$ cat config.mk
export PLATFORM = sky130hd
export DESIGN_NAME = mem_port_arbiter_flat
export DESIGN_NICKNAME = d
export VERILOG_FILES = /design/src/rtl/mem_port_arbiter_if.sv /design/src/rtl/mem_port_arbiter.sv /design/src/flat_wrapper.sv
export SDC_FILE = /design/constraint.sdc
export NUM_CORES = 1
export LEC_CHECK = 0
export ABC_AREA = 1
export CAP_MARGIN = 20
export CORE_ASPECT_RATIO = 1.5
export CORE_MARGIN = 3
export CORE_UTILIZATION = 44
export CTS_BUF_LIST = sky130_fd_sc_hd__clkbuf_2 sky130_fd_sc_hd__clkbuf_4 sky130_fd_sc_hd__clkbuf_8
export DETAILED_ROUTE_END_ITERATION = 8
export PLACE_DENSITY = 0.86
export SETUP_SLACK_MARGIN = 0.2
export SLEW_MARGIN = 20
export SYNTH_ARGS = -nofsm -noshare
export SYNTH_HDL_FRONTEND = slang
export SYNTH_SLANG_ARGS = --single-unit
$ cat constraint.sdc
create_clock -name clk -period 4 [get_ports clk]
set_clock_uncertainty 0.15 [all_clocks]
set_input_delay 0.4 -clock clk [delete_from_list [all_inputs] [get_ports clk]]
set_output_delay 0.4 -clock clk [all_outputs]
set_load 0.005 [all_outputs]
$ cat src/rtl/mem_port_arbiter_if.sv
// mem_port_arbiter_if: master-port request/response and downstream memory signals of the arbiter.
interface mem_port_arbiter_if #(
  parameter int NUM_PORTS = 2,
  parameter int ADDR_W    = 32,
  parameter int DATA_W    = 32,
  parameter int GRANT_W   = 1
);
  logic [NUM_PORTS-1:0]            port_ren;
  logic [NUM_PORTS-1:0]            port_wen;
  logic [NUM_PORTS*ADDR_W-1:0]     port_addr;
  logic [NUM_PORTS*DATA_W-1:0]     port_wdata;
  logic [NUM_PORTS*(DATA_W/8)-1:0] port_bsel;
  logic [NUM_PORTS*DATA_W-1:0]     port_rdata;
  logic [NUM_PORTS-1:0]            port_ready;
  logic [NUM_PORTS-1:0]            port_err;
  logic                            mem_req;
  logic                            mem_wen;
  logic [ADDR_W-1:0]               mem_addr;
  logic [DATA_W-1:0]               mem_wdata;
  logic [DATA_W/8-1:0]             mem_bsel;
  logic [DATA_W-1:0]               mem_rdata;
  logic                            mem_ack;
  logic [GRANT_W-1:0]              grant_id;
  modport slave (
    input  port_ren, port_wen, port_addr, port_wdata, port_bsel, mem_rdata, mem_ack,
    output port_rdata, port_ready, port_err, mem_req, mem_wen, mem_addr, mem_wdata, mem_bsel, grant_id
  );
  modport master (
    output port_ren, port_wen, port_addr, port_wdata, port_bsel, mem_rdata, mem_ack,
    input  port_rdata, port_ready, port_err, mem_req, mem_wen, mem_addr, mem_wdata, mem_bsel, grant_id
  );
endinterface

$ cat src/rtl/mem_port_arbiter.sv
// mem_port_arbiter: round-robin N-port arbiter onto one req/ack memory port, one transaction in flight.
// Define MEM_TIMEOUT_EN to abort BUSY after TIMEOUT_CYCLES with a port_err pulse.
module mem_port_arbiter #(
  parameter int NUM_PORTS      = 2,
  parameter int ADDR_W         = 32,
  parameter int DATA_W         = 32,
  parameter int GRANT_W        = 1,
  parameter int TIMEOUT_CYCLES = 255
) (
  input logic              clk,
  input logic              reset,
  mem_port_arbiter_if.slave bus
);
  localparam int BW = DATA_W / 8;
  if (NUM_PORTS < 1 || NUM_PORTS > 8 || DATA_W % 8 != 0 || GRANT_W < 1 ||
      GRANT_W < $clog2(NUM_PORTS) || TIMEOUT_CYCLES < 1) begin : g_bad_params
    $error("mem_port_arbiter: illegal parameter combination");
  end
  typedef enum logic [1:0] {IDLE, BUSY, RESP} state_t;
  state_t                      state_q, state_d;
  logic [GRANT_W-1:0]          grant_q, grant_d, last_q, last_d, win;
  logic                        mem_req_q, mem_req_d, mem_wen_q, mem_wen_d;
  logic [ADDR_W-1:0]           mem_addr_q, mem_addr_d;
  logic [DATA_W-1:0]           mem_wdata_q, mem_wdata_d;
  logic [BW-1:0]               mem_bsel_q, mem_bsel_d;
  logic [NUM_PORTS*DATA_W-1:0] rdata_q, rdata_d;
  logic [NUM_PORTS-1:0]        req, onehot;
  logic                        timeout;
  assign req    = bus.port_ren | bus.port_wen;
  assign onehot = NUM_PORTS'(1) << grant_q;
  // Descending scan: the last hit is the nearest port after last_q, last_q itself ranks lowest.
  always_comb begin
    win = last_q;
    for (int i = NUM_PORTS; i >= 1; i--)
      if (req[(int'(last_q) + i) % NUM_PORTS]) win = GRANT_W'((int'(last_q) + i) % NUM_PORTS);
  end
`ifdef MEM_TIMEOUT_EN
  localparam int CNT_W = TIMEOUT_CYCLES > 255 ? 16 : 8;
  logic [CNT_W-1:0] cnt_q;
  logic             err_q;
  assign timeout = state_q == BUSY && cnt_q == CNT_W'(TIMEOUT_CYCLES - 1);
  always_ff @(posedge clk) begin
    cnt_q <= (reset || state_q != BUSY) ? '0 : cnt_q + 1'b1;
    err_q <= reset ? 1'b0 : state_q == BUSY ? timeout && !bus.mem_ack : err_q;
  end
  assign bus.port_err = (state_q == RESP && err_q) ? onehot : '0;
`else
  assign timeout      = 1'b0;
  assign bus.port_err = '0;
`endif
  always_comb begin
    state_d     = state_q;
    grant_d     = grant_q;
    last_d      = last_q;
    mem_req_d   = mem_req_q;
    mem_wen_d   = mem_wen_q;
    mem_addr_d  = mem_addr_q;
    mem_wdata_d = mem_wdata_q;
    mem_bsel_d  = mem_bsel_q;
    rdata_d     = rdata_q;
    case (state_q)
      IDLE: if (|req) begin
        state_d     = BUSY;
        grant_d     = win;
        mem_req_d   = 1'b1;
        mem_wen_d   = bus.port_wen[int'(win)];
        mem_addr_d  = bus.port_addr[int'(win)*ADDR_W +: ADDR_W];
        mem_wdata_d = bus.port_wdata[int'(win)*DATA_W +: DATA_W];
        mem_bsel_d  = bus.port_bsel[int'(win)*BW +: BW];
      end
      BUSY: if (bus.mem_ack || timeout) begin
        state_d   = RESP;
        mem_req_d = 1'b0;
        rdata_d[int'(grant_q)*DATA_W +: DATA_W] = (bus.mem_ack && !mem_wen_q) ? bus.mem_rdata : '0;
      end
      RESP: begin
        state_d = IDLE;
        last_d  = grant_q;
      end
      default: state_d = IDLE;
    endcase
  end
  always_ff @(posedge clk) begin
    if (reset) begin
      state_q     <= IDLE;
      grant_q     <= '0;
      last_q      <= GRANT_W'(NUM_PORTS - 1);
      mem_req_q   <= 1'b0;
      mem_wen_q   <= 1'b0;
      mem_addr_q  <= '0;
      mem_wdata_q <= '0;
      mem_bsel_q  <= '0;
      rdata_q     <= '0;
    end else begin
      state_q     <= state_d;
      grant_q     <= grant_d;
      last_q      <= last_d;
      mem_req_q   <= mem_req_d;
      mem_wen_q   <= mem_wen_d;
      mem_addr_q  <= mem_addr_d;
      mem_wdata_q <= mem_wdata_d;
      mem_bsel_q  <= mem_bsel_d;
      rdata_q     <= rdata_d;
    end
  end
  assign bus.port_ready = state_q == RESP ? onehot : '0;
  assign bus.port_rdata = rdata_q;
  assign bus.mem_req    = mem_req_q;
  assign bus.mem_wen    = mem_wen_q;
  assign bus.mem_addr   = mem_addr_q;
  assign bus.mem_wdata  = mem_wdata_q;
  assign bus.mem_bsel   = mem_bsel_q;
  assign bus.grant_id   = grant_q;
endmodule
$ cat src/flat_wrapper.sv
// flat-port wrapper written by rule: the top's interface ports become plain ports
module mem_port_arbiter_flat 
#(
  parameter int NUM_PORTS      = 2,
  parameter int ADDR_W         = 32,
  parameter int DATA_W         = 32,
  parameter int GRANT_W        = 1,
  parameter int TIMEOUT_CYCLES = 255
)
  (clk, reset, bus_port_ren, bus_port_wen, bus_port_addr, bus_port_wdata, bus_port_bsel, bus_mem_rdata, bus_mem_ack, bus_port_rdata, bus_port_ready, bus_port_err, bus_mem_req, bus_mem_wen, bus_mem_addr, bus_mem_wdata, bus_mem_bsel, bus_grant_id);
  mem_port_arbiter_if #(.NUM_PORTS(NUM_PORTS), .ADDR_W(ADDR_W), .DATA_W(DATA_W), .GRANT_W(GRANT_W)) bus_i ();
  input logic clk;
  input logic reset;
  input wire logic [$bits(bus_i.port_ren)-1:0] bus_port_ren;
  input wire logic [$bits(bus_i.port_wen)-1:0] bus_port_wen;
  input wire logic [$bits(bus_i.port_addr)-1:0] bus_port_addr;
  input wire logic [$bits(bus_i.port_wdata)-1:0] bus_port_wdata;
  input wire logic [$bits(bus_i.port_bsel)-1:0] bus_port_bsel;
  input wire logic [$bits(bus_i.mem_rdata)-1:0] bus_mem_rdata;
  input wire logic [$bits(bus_i.mem_ack)-1:0] bus_mem_ack;
  output wire logic [$bits(bus_i.port_rdata)-1:0] bus_port_rdata;
  output wire logic [$bits(bus_i.port_ready)-1:0] bus_port_ready;
  output wire logic [$bits(bus_i.port_err)-1:0] bus_port_err;
  output wire logic [$bits(bus_i.mem_req)-1:0] bus_mem_req;
  output wire logic [$bits(bus_i.mem_wen)-1:0] bus_mem_wen;
  output wire logic [$bits(bus_i.mem_addr)-1:0] bus_mem_addr;
  output wire logic [$bits(bus_i.mem_wdata)-1:0] bus_mem_wdata;
  output wire logic [$bits(bus_i.mem_bsel)-1:0] bus_mem_bsel;
  output wire logic [$bits(bus_i.grant_id)-1:0] bus_grant_id;
  assign bus_i.port_ren = bus_port_ren;
  assign bus_i.port_wen = bus_port_wen;
  assign bus_i.port_addr = bus_port_addr;
  assign bus_i.port_wdata = bus_port_wdata;
  assign bus_i.port_bsel = bus_port_bsel;
  assign bus_i.mem_rdata = bus_mem_rdata;
  assign bus_i.mem_ack = bus_mem_ack;
  assign bus_port_rdata = bus_i.port_rdata;
  assign bus_port_ready = bus_i.port_ready;
  assign bus_port_err = bus_i.port_err;
  assign bus_mem_req = bus_i.mem_req;
  assign bus_mem_wen = bus_i.mem_wen;
  assign bus_mem_addr = bus_i.mem_addr;
  assign bus_mem_wdata = bus_i.mem_wdata;
  assign bus_mem_bsel = bus_i.mem_bsel;
  assign bus_grant_id = bus_i.grant_id;
  mem_port_arbiter #(.NUM_PORTS(NUM_PORTS), .ADDR_W(ADDR_W), .DATA_W(DATA_W), .GRANT_W(GRANT_W), .TIMEOUT_CYCLES(TIMEOUT_CYCLES)) u_core (.clk(clk), .reset(reset), .bus(bus_i));
endmodule
==> results of run 1 <==
-- registers in the layout (all words and copies together), names as in the netlist --
signal	flops
u_core.bus.grant_id	1
u_core.bus.port_rdata	64
u_core.state_q	2
u_core.bus.mem_bsel	4
u_core.bus.mem_req	1
u_core.bus.mem_wen	1
u_core.last_q	1
u_core.bus.mem_wdata	32
u_core.bus.mem_addr	32
-- Yosys cell counts (all sizes together) --
cell	n	share of area, %
buf	34	2.8
nand3	208	16
dfxtp	138	43
a21oi	73	5.7
o21ai	67	5.3
inv	179	10
nor2	168	9.8
conb	1	0.058
clkbuf	39	2.3
nand2	80	4.7
-- per-stage QoR --
step	worst slack, ns	power, uW	hold slack (ns)
CTS	1.758	3750	0.3225
floorplan	2.556	1992	0.3118
global route	1.603	3916	0.3436
global placement	1.318	2500	0.3137
detailed placement	1.305	2515	0.3094
finish	1.726	3734	0.3191
-- logic make-up (layout without fill, tap and decap cells) --
group | after synthesis | in the layout | synth area share, %
other cells | 1 | 2 | 0.05805
buf+inv | 252 | 534 | 15.46
flops | 138 | 138 | 42.77
compound gates | 140 | 140 | 10.96
simple gates | 456 | 456 | 30.76
-- worst min-delay path: cells and delay by family, from the launching register on --
kind / cells / cell delay, ns
compound gates: 1 / 0.05
simple gates: 1 / 0.06
flops: 1 / 0.32
-- cell type report --
| cell class | count | area (sq um) |
|---|---|---|
| fillers | 1184 | 4140 |
| repair buffers | 323 | 3223 |
| flip-flops and latches | 138 | 2763 |
| multi-input cells | 598 | 2720 |
| inverters | 179 | 671.9 |
| clock buffers | 18 | 247.7 |
| well taps | 192 | 240.2 |
| clock inverters | 14 | 185.2 |
-- layer usage --
metal	up-vias	global-route usage, %	wire, microns	part of all wire [%]
li1	3626	-	-	-
met1	3262	29.18	8038	36
met2	345	48.15	11360	51
met3	54	8.852	2183	9.8
met4	0	10.44	705	3.2
met5	-	0	0	0
-- worst paths after layout --
| path | startpoint | endpoint | cells past startpoint |
|---|---|---|---|
| worst min register to register | u_core.bus.mem_req$_SDFFE_PP0P_ | u_core.bus.mem_req$_SDFFE_PP0P_ | 2 |
| worst min-delay path | u_core.bus.mem_req$_SDFFE_PP0P_ | u_core.bus.mem_req$_SDFFE_PP0P_ | 2 |
| worst max-delay path | bus_port_wen[0] | u_core.bus.mem_addr[14]$_SDFFE_PP0P_ | 8 |
| worst max register to register | u_core.last_q$_SDFFE_PP1N_ | u_core.bus.mem_bsel[0]$_SDFFE_PP0P_ | 7 |
-- where the power goes --
part	total [uW]	internal (uW)	switching, uW	leakage [uW]
registers	1560	1500	65.9	0.00114
logic	927	498	430	0.00348
clock network	1250	648	597	0.000209
-- cells in the final DEF (no fill, tap or decap), drive strengths merged --
master	count
dfxtp	138
nor2	168
clkinvlp	3
nand3	208
o21ai	67
clkdlybuf4s50	310
buf	13
nand2	80
clkinv	3
bufinv	3
conb	2
inv	184
a21oi	73
clkbuf	18
==> flow_metrics.env, run 1 <==
export IMPL_status="complete, no violations"
export IMPL_critPathTopFamily="buffers and inverters"
export IMPL_max_slew_margin_rel_pct=27.92
export IMPL_grt_pass1_wl_microns=35460
export IMPL_cp_start_kind="input pin"
export IMPL_worst_pin_slew_ns=1.080
export IMPL_vdd_drop_max_mv=0.2735
export IMPL_worst_path_buf_inv=3
export IMPL_finalCritPeriodShare_pct=56.84
export IMPL_finalHoldViolCount=0
export IMPL_synthCells=987
export IMPL_fp_coreArea_sq_um=14190
export IMPL_wire_per_inst_microns=15.24
export IMPL_grt_use_total_pct=26.89
export IMPL_hold_class="flip-flop to flip-flop"
export IMPL_final_layout_size_suffix_gt1_share_pct=4.409
export IMPL_cts_resized=0
export IMPL_die_height_microns=154.4
export IMPL_die_area_sq_um=16200
export IMPL_clkTransAtPathRegs_ns=0.08
export IMPL_fin_cells=1462
export IMPL_ys_seq_area_share_pct=42.77
export IMPL_synth_area_sq_um=6460
export IMPL_crit_arrival_ns=2.51
export IMPL_cp_max_fo=39
export IMPL_fp_row_count=53
export IMPL_path_cells="clkdlybuf4s50_1 -> nor2_1 -> nand2_2 -> buf_4 -> nand3_1 -> nand3_1 -> nand2_1 -> inv_1"
export IMPL_gp_congestion=0.8568
export IMPL_diodes=0
export IMPL_cpPeakStageDelay_ns=0.59
export IMPL_syn_to_final_growth_pct=55.59
export IMPL_final_antenna_net_count=0
export IMPL_ioPinCount=314
export IMPL_worstSkewPairLatency_ns=0.43
export IMPL_drtIter0Drc=435
export IMPL_antenna_found_initial=0
export IMPL_fmax_mhz=439.8
export IMPL_layout_nets=1432
export IMPL_power_density_nw_per_um2=371.5
export IMPL_cp_required_ns=4.23
export IMPL_ys_seq_elements=138
export IMPL_cts_sinks=138
export IMPL_totalWireLength_microns=22280
export IMPL_yosysWarnings=0
export IMPL_dr_pass1_iters=5
export IMPL_cts_tree="built"
export IMPL_crit_path_end_kind="flip-flop"
export IMPL_viasPerCell=4.984
export IMPL_hpwl_microns=15730
export IMPL_cts_hold_buf=0
export IMPL_drv_cap=0
export IMPL_via_count=7287
export IMPL_utilization_pct=70.83
export IMPL_setup_viol=0
export IMPL_r2r_slack_ns=1.77
export IMPL_fin_setup_tns_ns=0
export IMPL_rsz0062_at_grt="false"
export IMPL_cts_root_buf="clkbuf_8"
export IMPL_slew_violations=0
export IMPL_grt_max_degree=75
export IMPL_syn_area_per_cell_sq_um=6.545
export IMPL_die_w_microns=104.9
export IMPL_cp_slowest_cell="clkdlybuf4s50_1"
export IMPL_synth_distinct_cells=18
export IMPL_path_class="input pin to flip-flop"
export IMPL_remaining_drc_errors=0
export IMPL_p_leak_uw=0.004819
export IMPL_fin_area_sq_um=10050
export IMPL_grt_overflow=0
export IMPL_crit_top_cell="nand3_1"
export IMPL_place_area_sq_um=9618
export IMPL_fin_crit_ns=2.274
export IMPL_h_tree_depth=4
export IMPL_post_cts_buffers=0
export IMPL_initial_core_util_pct=45.52
export IMPL_cts_buffer_depth=2
export IMPL_first_global_vias=7142
export IMPL_placedCellCount=1430
export IMPL_io_buffer_count=311
export IMPL_numCtsBuffers=17
No activity file was read; power rests on OpenSTA's default activity.
==> inputs of run 2 (changes only) <==
- CORE_UTILIZATION: 44 -> 42
- PLACE_DENSITY: 0.86 -> 0.83
- clock period: 4 -> 2.2 ns (I/O delays scaled with it)
==> run 2 against run 1 <==
Effect of this change: wire length down 2.5%; sequential share of layout area fell by 0.27 points; critical path depth shrank 7; combinational power is 87% higher; clock power grew 74%; critical endpoint is now bus_mem_wdata[4]; cell area increased by 1.0%; largest cell class unchanged.
==> flow_metrics.env, run 2 (same netlist as run 1, synthesis figures left out) <==
export IMPL_status="complete, no violations"
export IMPL_ioPinCount=314
export IMPL_numCtsBuffers=17
export IMPL_dr_pass1_iters=5
export IMPL_utilization_pct=68.62
export IMPL_finalCritPeriodShare_pct=79.14
export IMPL_wire_per_inst_microns=14.76
export IMPL_io_buffer_count=311
export IMPL_remaining_drc_errors=0
export IMPL_h_tree_depth=4
export IMPL_fmax_mhz=574.3
export IMPL_layout_nets=1438
export IMPL_max_slew_margin_rel_pct=62.95
export IMPL_vdd_drop_max_mv=0.3303
export IMPL_cts_sinks=138
export IMPL_worstSkewPairLatency_ns=0.43
export IMPL_cp_required_ns=1.83
export IMPL_largest_register_ffs=64
export IMPL_die_w_microns=107.3
export IMPL_cts_buffer_depth=2
export IMPL_power_density_nw_per_um2=664.2
export IMPL_hold_class="input pin to flip-flop"
export IMPL_fin_setup_tns_ns=0
export IMPL_fin_crit_ns=1.741
export IMPL_worst_pin_slew_ns=0.5558
export IMPL_via_count=7182
export IMPL_crit_arrival_ns=1.37
export IMPL_antenna_found_initial=0
export IMPL_cpPeakStageDelay_ns=0.54
export IMPL_crit_path_end_kind="output pin"
export IMPL_min_path_cells=3
export IMPL_die_area_sq_um=16940
export IMPL_critPathTopFamily="buffers and inverters"
export IMPL_cp_slowest_cell="clkdlybuf4s50_1"
export IMPL_die_height_microns=157.9
export IMPL_finalHoldViolCount=0
export IMPL_cp_max_fo=2
export IMPL_first_global_vias=6667
export IMPL_setup_viol=0
export IMPL_path_cells="clkdlybuf4s50_1"
export IMPL_path_class="flip-flop to output pin"
export IMPL_diodes=0
export IMPL_p_leak_uw=0.004902
export IMPL_final_common_cell="clkdlybuf4s50_1"
export IMPL_clkTransAtPathRegs_ns=0.08
export IMPL_fp_row_count=54
export IMPL_grt_max_degree=75
export IMPL_gp_congestion=0.8661
export IMPL_initial_core_util_pct=43.66
export IMPL_cp_start_kind="flip-flop"
export IMPL_rsz0062_at_grt="false"
export IMPL_slew_violations=0
export IMPL_layout_common_cells="clkdlybuf4s50_1, nand3_1, inv_1"
export IMPL_cts_tree="built"
export IMPL_totalWireLength_microns=21720
export IMPL_grt_pass1_wl_microns=34020
export IMPL_cp_depth=1
export IMPL_fp_coreArea_sq_um=14800
export IMPL_post_cts_buffers=0
export IMPL_nFillCells=1245
export IMPL_cts_root_buf="clkbuf_8"
export IMPL_viasPerCell=4.879
export IMPL_grt_use_total_pct=25.08
export IMPL_cts_hold_buf=0
export IMPL_final_layout_size_suffix_gt1_share_pct=4.937
export IMPL_final_antenna_net_count=0
export IMPL_worst_path_buf_inv=1
export IMPL_hpwl_microns=15270
export IMPL_drtIter0Drc=480
export IMPL_syn_to_final_growth_pct=57.18
export IMPL_drv_cap=0
export IMPL_grt_overflow=0
export IMPL_reg2reg_depth=7
==> run 2: changes by cell type in the layout (fill, tap and decap cells not counted), sizes merged <==
cell           before  now
buf                13   19
bufinv              3    2
clkbuf             18   19
clkdlybuf4s50     310  308
clkinv              3    1
dlymetal6s2s        0    2
inv               184  186
==> run 2: through the flow <==
step | power (uW) | worst slack (ns) | instance area (sq um) | cells | hold WS, ns
after floorplan | 3622 | 0.9052 | 6464 | 988 | 0.2486
after global placement | 4591 | 0.2325 | 9731 | 1440 | 0.3043
after detailed placement | 4615 | 0.1973 | 9731 | 1440 | 0.3246
after CTS | 6813 | 0.2207 | 10150 | 1472 | 0.1102
after global routing | 7123 | 0.3276 | 10150 | 1472 | 0.1220
final | 6744 | 0.4589 | 10150 | 1472 | 0.1134
==> run 2: worst reg2reg max path, cell delays in order (launching register included) <==
cell	delay, ns
dfxtp_1	0.47
inv_2	0.10
nand2_2	0.08
buf_4	0.45
nand3_1	0.18
nand3_1	0.14
nand2_1	0.06
inv_1	0.04
==> run 2: final cells by class <==
type                    count  area, sq um  area share [%]
well taps                 196        245.2           2.415
flip-flops and latches    138         2764           27.22
multi-input cells         598         2720           26.79
inverters                 179        671.9           6.617
repair buffers            329         3336           32.85
clock buffers              19        261.5           2.575
clock inverters            13        155.1           1.528
==> run 2: timing repair <==
action | in CTS | in global routing
endpoints found under the hold margin | 0 | 0
gates cloned | 0 | 0
endpoints found under the setup margin | 1 | 2
gates resized for setup | 1 | 2
==> run 2: final timing paths <==
check                                                     startpoint                             endpoint  slack [ns]
worst max-delay path            u_core.bus.mem_wdata[4]$_SDFFE_PP0P_                     bus_mem_wdata[4]        0.46
worst min register to register       u_core.bus.mem_req$_SDFFE_PP0P_      u_core.bus.mem_req$_SDFFE_PP0P_        0.34
worst max register to register            u_core.last_q$_SDFFE_PP1N_  u_core.bus.mem_addr[1]$_SDFFE_PP0P_        0.48
worst min-delay path                                           reset       u_core.state_q[1]$_SDFFE_PP0P_        0.11
==> run 2: report_power, final <==
| group | internal (uW) | switching (uW) | total, uW |
|---|---|---|---|
| Combinational | 933 | 793 | 1730 |
| Clock | 1100 | 1090 | 2180 |
| Sequential | 2720 | 114 | 2830 |
| Total | 4750 | 1990 | 6740 |
==> run 2: routing by layer <==
layer  up-vias  track usage (%)  wire length [microns]
met2       349            42.14                  10600
met1      3155            29.11                   8150
met5         -                0                      0
met4         0            9.811                    658
li1       3637                -                      -
met3        41            8.976                   2313
==> inputs of run 3 (changes only) <==
- CORE_UTILIZATION: 42 -> 38
- PLACE_DENSITY: 0.83 -> 0.79
- clock period: 2.2 -> 1.4 ns (I/O delays scaled with it)
==> run 3 against run 2 <==
Effect of this change: cell area increased by 17%; the run now ends with negative setup slack left; total power increased by 79%; non-clock buffer count increased by 68; via count increased by 13%; flip-flop and latch count unchanged.
==> flow_metrics.env, run 3 (same netlist as run 1, synthesis figures left out) <==
export IMPL_status="finished, violations left"
export IMPL_violations="negative setup slack"
export IMPL_min_path_cells=5
export IMPL_fin_ws_ns=-0.1244
export IMPL_path_cells="buf_6 -> inv_4 -> nand3_4 -> nor2_4 -> buf_4 -> clkbuf_16 -> o21ai_0 -> nor2_1"
export IMPL_hold_class="input pin to flip-flop"
export IMPL_cts_root_buf="clkbuf_8"
export IMPL_cts_tree="built"
export IMPL_drtIter0Drc=815
export IMPL_worstSkewPairLatency_ns=0.45
export IMPL_fin_cells=1550
export IMPL_placedCellCount=1472
export IMPL_power_density_nw_per_um2=1019
export IMPL_dpl_worst_slack_ns=-0.4468
export IMPL_io_buffer_count=311
export IMPL_switching_share_pct=30.71
export IMPL_worst_pin_slew_ns=0.5051
export IMPL_h_tree_depth=4
export IMPL_pwr_share_comb_pct=30.9
export IMPL_reg2reg_depth=8
export IMPL_fp_row_count=57
export IMPL_ioPinCount=314
export IMPL_dr_pass1_iters=7
export IMPL_crit_path_end_kind="flip-flop"
export IMPL_totalWireLength_microns=28820
export IMPL_cp_required_ns=1.63
export IMPL_place_area_sq_um=9997
export IMPL_wire_per_inst_microns=18.60
export IMPL_via_count=8102
export IMPL_fp_coreArea_sq_um=16400
export IMPL_final_antenna_net_count=0
export IMPL_numCtsBuffers=17
export IMPL_cp_max_fo=16
export IMPL_vdd_drop_max_mv=0.6609
export IMPL_fmax_mhz=656.0
export IMPL_fin_area_sq_um=11850
export IMPL_grt_use_total_pct=24.10
export IMPL_cts_buffer_depth=2
export IMPL_cts_sinks=138
export IMPL_power_frac_seq_pct=38.1
export IMPL_path_class="flip-flop to flip-flop"
export IMPL_p_leak_uw=0.005932
export IMPL_hpwl_microns=16180
export IMPL_diodes=0
export IMPL_fin_setup_tns_ns=-5.512
export IMPL_rsz0062_at_grt="true"
export IMPL_finalHoldViolCount=0
export IMPL_grt_max_degree=75
export IMPL_drv_cap=0
export IMPL_layout_nets=1506
export IMPL_cp_start_kind="flip-flop"
export IMPL_die_area_sq_um=18630
export IMPL_slew_violations=0
export IMPL_largest_register_ffs=64
export IMPL_finalCritPeriodShare_pct=108.9
export IMPL_p_int_uw=8373
export IMPL_max_slew_margin_rel_pct=66.32
export IMPL_nFillCells=1156
export IMPL_cp_slowest_cell="dfxtp_2"
export IMPL_grt_overflow=0
export IMPL_final_layout_size_suffix_gt1_share_pct=38.84
export IMPL_syn_to_final_growth_pct=83.50
export IMPL_utilization_pct=72.27
export IMPL_layout_common_cells="inv_1, clkdlybuf4s50_1, nand3_1"
export IMPL_cpPeakStageDelay_ns=0.34
export IMPL_clkTransAtPathRegs_ns=0.08
export IMPL_p_switching_uw=3710
export IMPL_setup_viol=102
export IMPL_first_global_vias=7115
export IMPL_p_clk_share_pct=31.1
export IMPL_multi_input_area_sq_um=3287
export IMPL_seq_area_sq_um=2942
export IMPL_gp_congestion=0.8978
export IMPL_viasPerCell=5.227
export IMPL_fin_crit_ns=1.524
export IMPL_antenna_found_initial=0
export IMPL_remaining_drc_errors=0
export IMPL_die_height_microns=165.7
export IMPL_die_w_microns=112.5
export IMPL_initial_core_util_pct=39.38
export IMPL_grt_pass1_wl_microns=36290
export IMPL_crit_arrival_ns=1.75
-- run 3: cell types whose count changed in the layout (fill, tap and decap cells not counted), moves of 24 or more --
cell	change
dfxtp_2	+133
nand3_1	-42
dfxtp_1	-136
a21oi_1	-49
buf_2	+48
buf_6	+101
clkdlybuf4s50_1	-136
buf_4	+24
a21oi_2	+43
nand3_2	+40
-- run 3: layout make-up --
| class | instances | area share (%) |
|---|---|---|
| clock buffer | 20 | 2.217 |
| inverter | 179 | 5.795 |
| tap | 206 | 2.174 |
| clock inverter | 12 | 1.583 |
| sequential | 138 | 24.82 |
| timing repair buffer | 397 | 35.69 |
| multi-input combinational | 598 | 27.73 |
-- run 3: per-stage QoR --
stage | hold slack [ns] | total power (uW)
final | 0.06416 | 12080
after global routing | 0.07556 | 12550
after CTS | 0.03470 | 11230
after detailed placement | 0.3133 | 7357
after global placement | 0.3247 | 7322
after floorplan | 0.1704 | 5720
-- run 3: worst paths after layout --
path                                                 end  slack [ns]                                   start
setup / recovery  u_core.bus.port_rdata[30]$_SDFFE_PP0P_       -0.12          u_core.state_q[1]$_SDFFE_PP0P_
setup reg to reg  u_core.bus.port_rdata[30]$_SDFFE_PP0P_       -0.12          u_core.state_q[1]$_SDFFE_PP0P_
hold / removal    u_core.bus.port_rdata[22]$_SDFFE_PP0P_        0.06                                   reset
hold reg to reg   u_core.bus.port_rdata[35]$_SDFFE_PP0P_        0.34  u_core.bus.port_rdata[35]$_SDFFE_PP0P_
-- run 3: power by group through the flow --
stage	Combinational [uW]	Clock [uW]	Sequential [uW]
after floorplan	1160	0	4560
after detailed placement	2810	0	4550
final	3730	3750	4600
after global routing	3960	3950	4640
after global placement	2790	0	4530
after CTS	2900	3760	4570
-- run 3: per-layer routing --
metal	up-vias	GRT usage (%)	part of all wire [%]
li1	3783	-	-
met1	3699	26.91	35
met2	497	41.63	50
met3	123	7.372	9.6
met4	0	11.04	5.8
met5	-	0	0
-- run 3: what timing repair did --
action                     4_1_cts  5_1_grt
gates cloned                     1       21
gates resized for setup        802      151
buffers inserted                13       11
setup endpoints to repair      273      265
pin swaps                        5       48
hold buffers                     0        0
-- run 3: critical path: cells and delay by family (launching register included) --
kind | cells | cell delay, ns
flops | 1 | 0.34
simple gates | 3 | 0.38
buf+inv | 4 | 0.50
compound gates | 1 | 0.08
